### src/rtl/div_unit.sv
// div_unit: multi-cycle radix-2 restoring divider for the execute stage.
// Produces one quotient bit per cycle; result_o = {remainder, quotient}.
// A request is accepted only from FREE; annul_i aborts an iteration in ON.
module div_unit #(
  parameter int DATA_W = 32,
  parameter int CNT_W  = 6
) (
  input  logic                  clk,
  input  logic                  rst,
  input  logic                  signed_div_i,
  input  logic [DATA_W-1:0]     opdata1_i,
  input  logic [DATA_W-1:0]     opdata2_i,
  input  logic                  start_i,
  input  logic                  annul_i,
  output logic [2*DATA_W-1:0]   result_o,
  output logic                  ready_o
);

  localparam logic [1:0] S_FREE   = 2'd0;
  localparam logic [1:0] S_BYZERO = 2'd1;
  localparam logic [1:0] S_ON     = 2'd2;
  localparam logic [1:0] S_END    = 2'd3;

  localparam logic [CNT_W-1:0]  CNT_DONE = CNT_W'(DATA_W);
  localparam logic [CNT_W-1:0]  CNT_ONE  = {{(CNT_W-1){1'b0}}, 1'b1};
  localparam logic [CNT_W-1:0]  CNT_ZERO = {CNT_W{1'b0}};

  // Two's-complement negation used for operand magnitudes and sign fix-up.
  function automatic logic [DATA_W-1:0] neg2c(input logic [DATA_W-1:0] v);
    return ~v + {{(DATA_W-1){1'b0}}, 1'b1};
  endfunction

  logic [1:0]          state_r;
  logic [CNT_W-1:0]    cnt_r;
  logic [2*DATA_W:0]   w_r;        // working register: {remainder, quotient, spare}
  logic [DATA_W-1:0]   divisor_r;  // divisor magnitude captured at acceptance
  logic                neg_quot_r;
  logic                neg_rem_r;

  logic [DATA_W-1:0]   op1_mag_s;
  logic [DATA_W-1:0]   op2_mag_s;
  logic [DATA_W:0]     trial_s;
  logic [2*DATA_W:0]   w_next_s;
  logic [2*DATA_W:0]   w_init_s;
  logic [DATA_W-1:0]   quot_fix_s;
  logic [DATA_W-1:0]   rem_fix_s;

  // Operand magnitudes, one restoring step, and sign-corrected final result.
  always_comb begin
    if (signed_div_i && opdata1_i[DATA_W-1]) begin
      op1_mag_s = neg2c(opdata1_i);
    end else begin
      op1_mag_s = opdata1_i;
    end

    if (signed_div_i && opdata2_i[DATA_W-1]) begin
      op2_mag_s = neg2c(opdata2_i);
    end else begin
      op2_mag_s = opdata2_i;
    end

    w_init_s = {{DATA_W{1'b0}}, op1_mag_s, 1'b0};
    trial_s  = {1'b0, w_r[2*DATA_W-1:DATA_W]} - {1'b0, divisor_r};

    // A borrow means the partial remainder was smaller than the divisor: keep it.
    if (trial_s[DATA_W]) begin
      w_next_s = {w_r[2*DATA_W-1:0], 1'b0};
    end else begin
      w_next_s = {trial_s[DATA_W-1:0], w_r[DATA_W-1:0], 1'b1};
    end

    if (neg_quot_r) begin
      quot_fix_s = neg2c(w_r[DATA_W-1:0]);
    end else begin
      quot_fix_s = w_r[DATA_W-1:0];
    end

    // Remainder follows the sign of the dividend.
    if (neg_rem_r) begin
      rem_fix_s = neg2c(w_r[2*DATA_W:DATA_W+1]);
    end else begin
      rem_fix_s = w_r[2*DATA_W:DATA_W+1];
    end
  end

  // Control FSM, iteration datapath and registered outputs.
  always_ff @(posedge clk or negedge rst) begin
    if (!rst) begin
      state_r    <= S_FREE;
      cnt_r      <= CNT_ZERO;
      w_r        <= {(2*DATA_W+1){1'b0}};
      divisor_r  <= {DATA_W{1'b0}};
      neg_quot_r <= 1'b0;
      neg_rem_r  <= 1'b0;
      result_o   <= {(2*DATA_W){1'b0}};
      ready_o    <= 1'b0;
    end else begin
      case (state_r)
        S_FREE: begin
          ready_o  <= 1'b0;
          result_o <= {(2*DATA_W){1'b0}};
          cnt_r    <= CNT_ZERO;
          if (start_i && !annul_i) begin
            if (opdata2_i == {DATA_W{1'b0}}) begin
              state_r <= S_BYZERO;
            end else begin
              state_r    <= S_ON;
              w_r        <= w_init_s;
              divisor_r  <= op2_mag_s;
              neg_quot_r <= signed_div_i & (opdata1_i[DATA_W-1] ^ opdata2_i[DATA_W-1]);
              neg_rem_r  <= signed_div_i & opdata1_i[DATA_W-1];
            end
          end else begin
            state_r <= S_FREE;
          end
        end

        // Zero divisor: fixed two-cycle path, then a zero result with ready.
        S_BYZERO: begin
          if (cnt_r == CNT_ZERO) begin
            cnt_r   <= CNT_ONE;
            state_r <= S_BYZERO;
          end else begin
            cnt_r    <= CNT_ZERO;
            result_o <= {(2*DATA_W){1'b0}};
            ready_o  <= 1'b1;
            state_r  <= S_END;
          end
        end

        S_ON: begin
          if (annul_i) begin
            state_r  <= S_FREE;
            ready_o  <= 1'b0;
            result_o <= {(2*DATA_W){1'b0}};
            cnt_r    <= CNT_ZERO;
          end else if (cnt_r != CNT_DONE) begin
            w_r   <= w_next_s;
            cnt_r <= cnt_r + CNT_ONE;
          end else begin
            result_o <= {rem_fix_s, quot_fix_s};
            ready_o  <= 1'b1;
            cnt_r    <= CNT_ZERO;
            state_r  <= S_END;
          end
        end

        // Result is held for as long as EX keeps start_i asserted.
        S_END: begin
          if (!start_i) begin
            state_r  <= S_FREE;
            ready_o  <= 1'b0;
            result_o <= {(2*DATA_W){1'b0}};
          end else begin
            state_r <= S_END;
          end
        end

        default: begin
          state_r  <= S_FREE;
          cnt_r    <= CNT_ZERO;
          ready_o  <= 1'b0;
          result_o <= {(2*DATA_W){1'b0}};
        end
      endcase
    end
  end

endmodule
### config.mk
export PLATFORM = sky130hd
export DESIGN_NAME = div_unit
export DESIGN_NICKNAME = d
export VERILOG_FILES = /design/src/rtl/div_unit.sv
export SDC_FILE = /design/constraint.sdc
export NUM_CORES = 1
export LEC_CHECK = 0
export CAP_MARGIN = 20
export CORE_MARGIN = 2
export CORE_UTILIZATION = 52
export DETAILED_ROUTE_END_ITERATION = 16
export MAX_ROUTING_LAYER = met4
export PLACE_DENSITY = 0.86
export SKIP_CTS_REPAIR_TIMING = 1
export SLEW_MARGIN = 0
export SYNTH_ARGS = -nofsm -noshare
export SYNTH_HDL_FRONTEND = slang
export SYNTH_SLANG_ARGS = --single-unit
### constraint.sdc
create_clock -name clk -period 3.1 [get_ports clk]
set_input_delay 0.31 -clock clk [delete_from_list [all_inputs] [get_ports clk]]
set_output_delay 0.31 -clock clk [all_outputs]
set_load 0.1 [all_outputs]
==> out/results.env <==
FINALHOLDVIOLCOUNT=0
LARGEST_FAMILY_OF_LOGIC_CELLS_BY_SYNTHESIZED_AREA='compound AO/OA/AOI/OAI gates'
POWER.SWITCHING_uW=4180
GLOBAL_ROUTE.USAGE.TOTAL_PCT=26.3
SYNTHXORXNORAREAFRAC_PCT=11.4
MULTIINPUTGATEAREA_UM2=6710
FP-ROW-COUNT=54
IR_DROP_mV=0.526
ROOT_BUFFER='sky130_fd_sc_hd__clkbuf_16'
TIMING.SLEW.HEADROOM_PCT=33.7
WORSTPATHREQUIRED_PS=3400
YS_TYPES=59
FINAL-MAX-SLEW-VIOLATION-COUNT=0
TIMING.HOLD.WS_PS=482
PLACE_HPWL_MM=21.9
FP.DIEAREA_UM2=23100
STARTPOINT_TYPE='flop'
DIE_WIDTH_UM=152
DRT-VIAS-PER-INSTANCE=5.83
TIMING.FINAL.CRIT_SHARE_PCT=99.3
SYNTH-ADDER-AREA-SHARE_PCT=5.01
POST_SYNTH_AND_OR_NAND_NOR_AREA_FRACTION_PCT=17.4
FIN_WORST_SETUP_SLACK_PS=23.2
DRT_DRC_VIOLATIONS_LEFT=0
BOUNDARYPINS=134
PLACED_CELLS_INCL_TAPS=1780
FIRSTDRTPASSITERS=5
CRITICAL_PATH.CELL_CHAIN='or3_4 -> or4_4 -> or3_4 -> or3_4 -> or4_4 -> nand2b_4 -> o21ai_2 -> xor2_1 -> o21ai_1'
LAYOUT_MIN_CYCLE_TIME_PS=3080
ENDPOINT_KIND='flop'
FINAL-SEQ-AREA_UM2=4310
HOLD_PATH.CLASS='flop to flop'
POWER-PER-CELL-AREA_nW_PER_UM2=697
ROUTE.VIAS.TOTAL=10600
PLACEABLECOREAREA_UM2=21700
LEAKAGE_uW=0.00607
RRSETUPSLACK_PS=20
LAYOUT.CELL_AREA.NON_FILLER_UM2=14100
SYNTH_CELLS=1392
OUTCOME='finished clean'
CTS_SINKS=172
POST_SYNTH.CELL_AREA_AVG_UM2=8.18
HTREEDEPTH=4
DP_SLACK_PS=-75.6
POST_SYNTHESIS_COMPOUND_GATE_AREA_FRACTION_PCT=21.7
YOSYS-TOP-CELLS-AREA='sky130_fd_sc_hd__dfrtp_1, sky130_fd_sc_hd__o21ai_0, sky130_fd_sc_hd__nand2_1, sky130_fd_sc_hd__xor2_1, sky130_fd_sc_hd__a21oi_1'
GRT_ANTENNA_BEFORE_REPAIR=0
SWITCHING_SHARE_OF_TOTAL_POWER_PCT=42.6
SEQ_AREA_FRAC_SYNTH_PCT=37.8
DETAIL_ROUTE.WIRELENGTH_MM=29.9
WORST_SETUP_HOLD_PATH_CLK_SLEW_PS=70
FRACTION_OF_FINAL_LAYOUT_CELLS_WITH_DRIVE_STRENGTH_GREATER_THAN_1_PCT=8.77
RSZ_0062_RAISED_AFTER_GLOBAL_ROUTING='true'
CRIT_PATH_MAX_FANOUT=4
FINALSETUPVIOLCOUNT=0
SYN-NUM-NETS=1506
FIRST_GLOBAL_VIAS=9966
POST_SYNTH_MUX_AREA_SHARE_PCT=2.12
GRT_START_MAX_NET_PINS=98
N_ANTENNA_CELL=0
CPMAXSTAGEDELAYCELL='sky130_fd_sc_hd__or4_4'
SYNTH_EDF_COUNT=0
WORST_SLEW_PIN_SLEW_PS=991
GR-TOTAL-OVERFLOW=0
TRITONCTS.NUM_BUFFERS=17
POST_DP_CELL_AREA_UM2=13200
CLOCKPOWERSHARE_PCT=22.8
CLOCK_INSERTION_DELAY_WORST_SKEW_PS=430
INITIAL_UTILIZATION_PCT=52.5
FINCLKSKEW_PS=8.27
DRT_ITER0_MARKERS=859
SYNTHMOSTINSTANTIATEDCELL='sky130_fd_sc_hd__nand2_1'
ASYNC_FLOP_SHARE_PCT=100
SYNTHTOLAYOUTAREAGROWTH_PCT=23.6
YOSYS-TOP-CELLS-COUNT='sky130_fd_sc_hd__nand2_1, sky130_fd_sc_hd__o21ai_0, sky130_fd_sc_hd__dfrtp_1'
CTS_TREE='done'
MAX_FREQ_GHz=0.325
SYNTHESIS.AREA_UM2=11400
PLACE.PORT_BUFFERS=133
YOSYS.AREA.TOP_TYPE='sky130_fd_sc_hd__dfrtp_1'
GRT_FIRST_PASS_WIRELENGTH_MM=48.8
GP_CONGESTION=0.930
COMBPWRFRAC_PCT=44.9
TIMING.CRITICAL_PATH.ARRIVAL_PS=3380
CTS_BUFFER_DEPTH=2
SYNTH_TOP_CELL_AREA_SHARE_PCT=37.8
NET_TOTAL_IN_THE_FINAL_LAYOUT=1641
ROUTE.DETAILED.WL_PER_INST_UM=16.4
CP_COMMON_CELL='sky130_fd_sc_hd__or3_4'
ANTENNA_LEFT=0
FILLERINSTANCES=1742
FINAL_CELLS=1820
CELLINTERNALPOWER_uW=5640
WORSTSETUPPATHTYPE='flop to flop'
YOSYS_REGISTER_BITS=172
FINALCOREUTILIZATION_PCT=64.9
MAX-CAP-VIOLATIONS=0
YS.WARNINGS.COUNT=0
MAX_STAGE_DELAY_PS=450
DIE-HEIGHT_UM=152
PWR-SHARE-SEQ_PCT=32.3
SYNTH_FLOP_CELL='sky130_fd_sc_hd__dfrtp_1'
## power groups by stage
stage	logic (uW)	clock network, uW	registers [uW]
2_1_floorplan	3020	0	3180
3_3_place_gp	4120	0	3170
3_5_place_dp	4260	0	3190
4_1_cts	4310	2260	3150
5_1_grt	4910	2370	3240
6_report	4410	2240	3170
## sequential cells by signal, summed over array words and instances, names as in the netlist
name        flops
divisor_r      32
w_r            65
ready_o         1
neg_quot_r      1
neg_rem_r       1
cnt_r           6
state_r         2
result_o       64
## layer usage
| layer | vias up | GRT usage (%) | routed length [um] |
|---|---|---|---|
| met1 | 5026 | 34.7 | 13100 |
| li1 | 5115 | - | - |
| met4 | 0 | 8.19 | 718 |
| met5 | - | - | 0 |
| met2 | 410 | 42.4 | 14300 |
| met3 | 54 | 3.37 | 1820 |
## cell type report
| type | count | area share [%] |
|---|---|---|
| inverter | 65 | 1.73 |
| clock inverter | 13 | 1.18 |
| clock buffer | 19 | 3.22 |
| timing repair buffer | 190 | 13.2 |
| sequential | 172 | 30.6 |
| multi-input combinational | 1081 | 47.6 |
| tap | 280 | 2.49 |
## critical path, delay by kind of cell, from the launching register on
family           cells  cell delay (ps)
AND/OR/NAND/NOR      6             2150
flip-flops           1              390
AO/OA/AOI/OAI        2              210
XOR/XNOR             1              180
## final timing paths
kind | start | to | cells past startpoint
setup / recovery | w_r[46] | result_o[62] | 9
hold / removal | result_o[25] | result_o[25] | 2
min in group asynchronous | rst | result_o[30] | 2
max in group asynchronous | rst | result_o[10] | 3
setup reg to reg | w_r[46] | result_o[62] | 9
hold reg to reg | result_o[25] | result_o[25] | 2
## stage by stage
step	total power, uW	TNS (ps)
after detailed placement	7450	-240
final	9820	0
after floorplan	6200	0
after CTS	9720	-55.1
after global placement	7280	-137
after global routing	10500	-265
## placed cells by master, fill, tap and decap left out, types with 4 or more instances in the layout
master	instances
sky130_fd_sc_hd__buf_12	6
sky130_fd_sc_hd__dfrtp_1	171
sky130_fd_sc_hd__or3_1	17
sky130_fd_sc_hd__clkdlybuf4s50_1	124
sky130_fd_sc_hd__a21o_1	15
sky130_fd_sc_hd__xnor2_1	63
sky130_fd_sc_hd__inv_8	4
sky130_fd_sc_hd__nand2b_1	5
sky130_fd_sc_hd__nand3_1	17
sky130_fd_sc_hd__inv_1	63
sky130_fd_sc_hd__or3_4	4
sky130_fd_sc_hd__o21ai_1	5
sky130_fd_sc_hd__nor2_1	105
sky130_fd_sc_hd__a31oi_1	7
sky130_fd_sc_hd__clkbuf_16	19
sky130_fd_sc_hd__a22oi_1	4
sky130_fd_sc_hd__buf_4	55
sky130_fd_sc_hd__nand2_1	204
sky130_fd_sc_hd__a21oi_1	114
sky130_fd_sc_hd__o31ai_1	37
sky130_fd_sc_hd__o21bai_1	5
sky130_fd_sc_hd__o41ai_1	12
sky130_fd_sc_hd__ha_1	41
sky130_fd_sc_hd__and2_1	6
sky130_fd_sc_hd__o21ai_0	179
sky130_fd_sc_hd__mux2i_1	23
sky130_fd_sc_hd__xor2_1	85
sky130_fd_sc_hd__or4_1	7
sky130_fd_sc_hd__nor2b_1	10
sky130_fd_sc_hd__o21a_1	7
sky130_fd_sc_hd__nand4_1	7
sky130_fd_sc_hd__nor3_1	21
sky130_fd_sc_hd__inv_6	6
sky130_fd_sc_hd__nor4_1	14
## logic make-up (layout without fill, tap and decap cells)
group / count (synthesis) / after routing
muxes: 24 / 24
and+or+nand+nor: 440 / 440
xor gates and xnor gates: 148 / 148
adders and majority gates: 45 / 45
AOI/OAI and AO/OA: 424 / 424
buffers and inverters: 139 / 287
DFF: 172 / 172
Power figures use the tool's default switching activity.
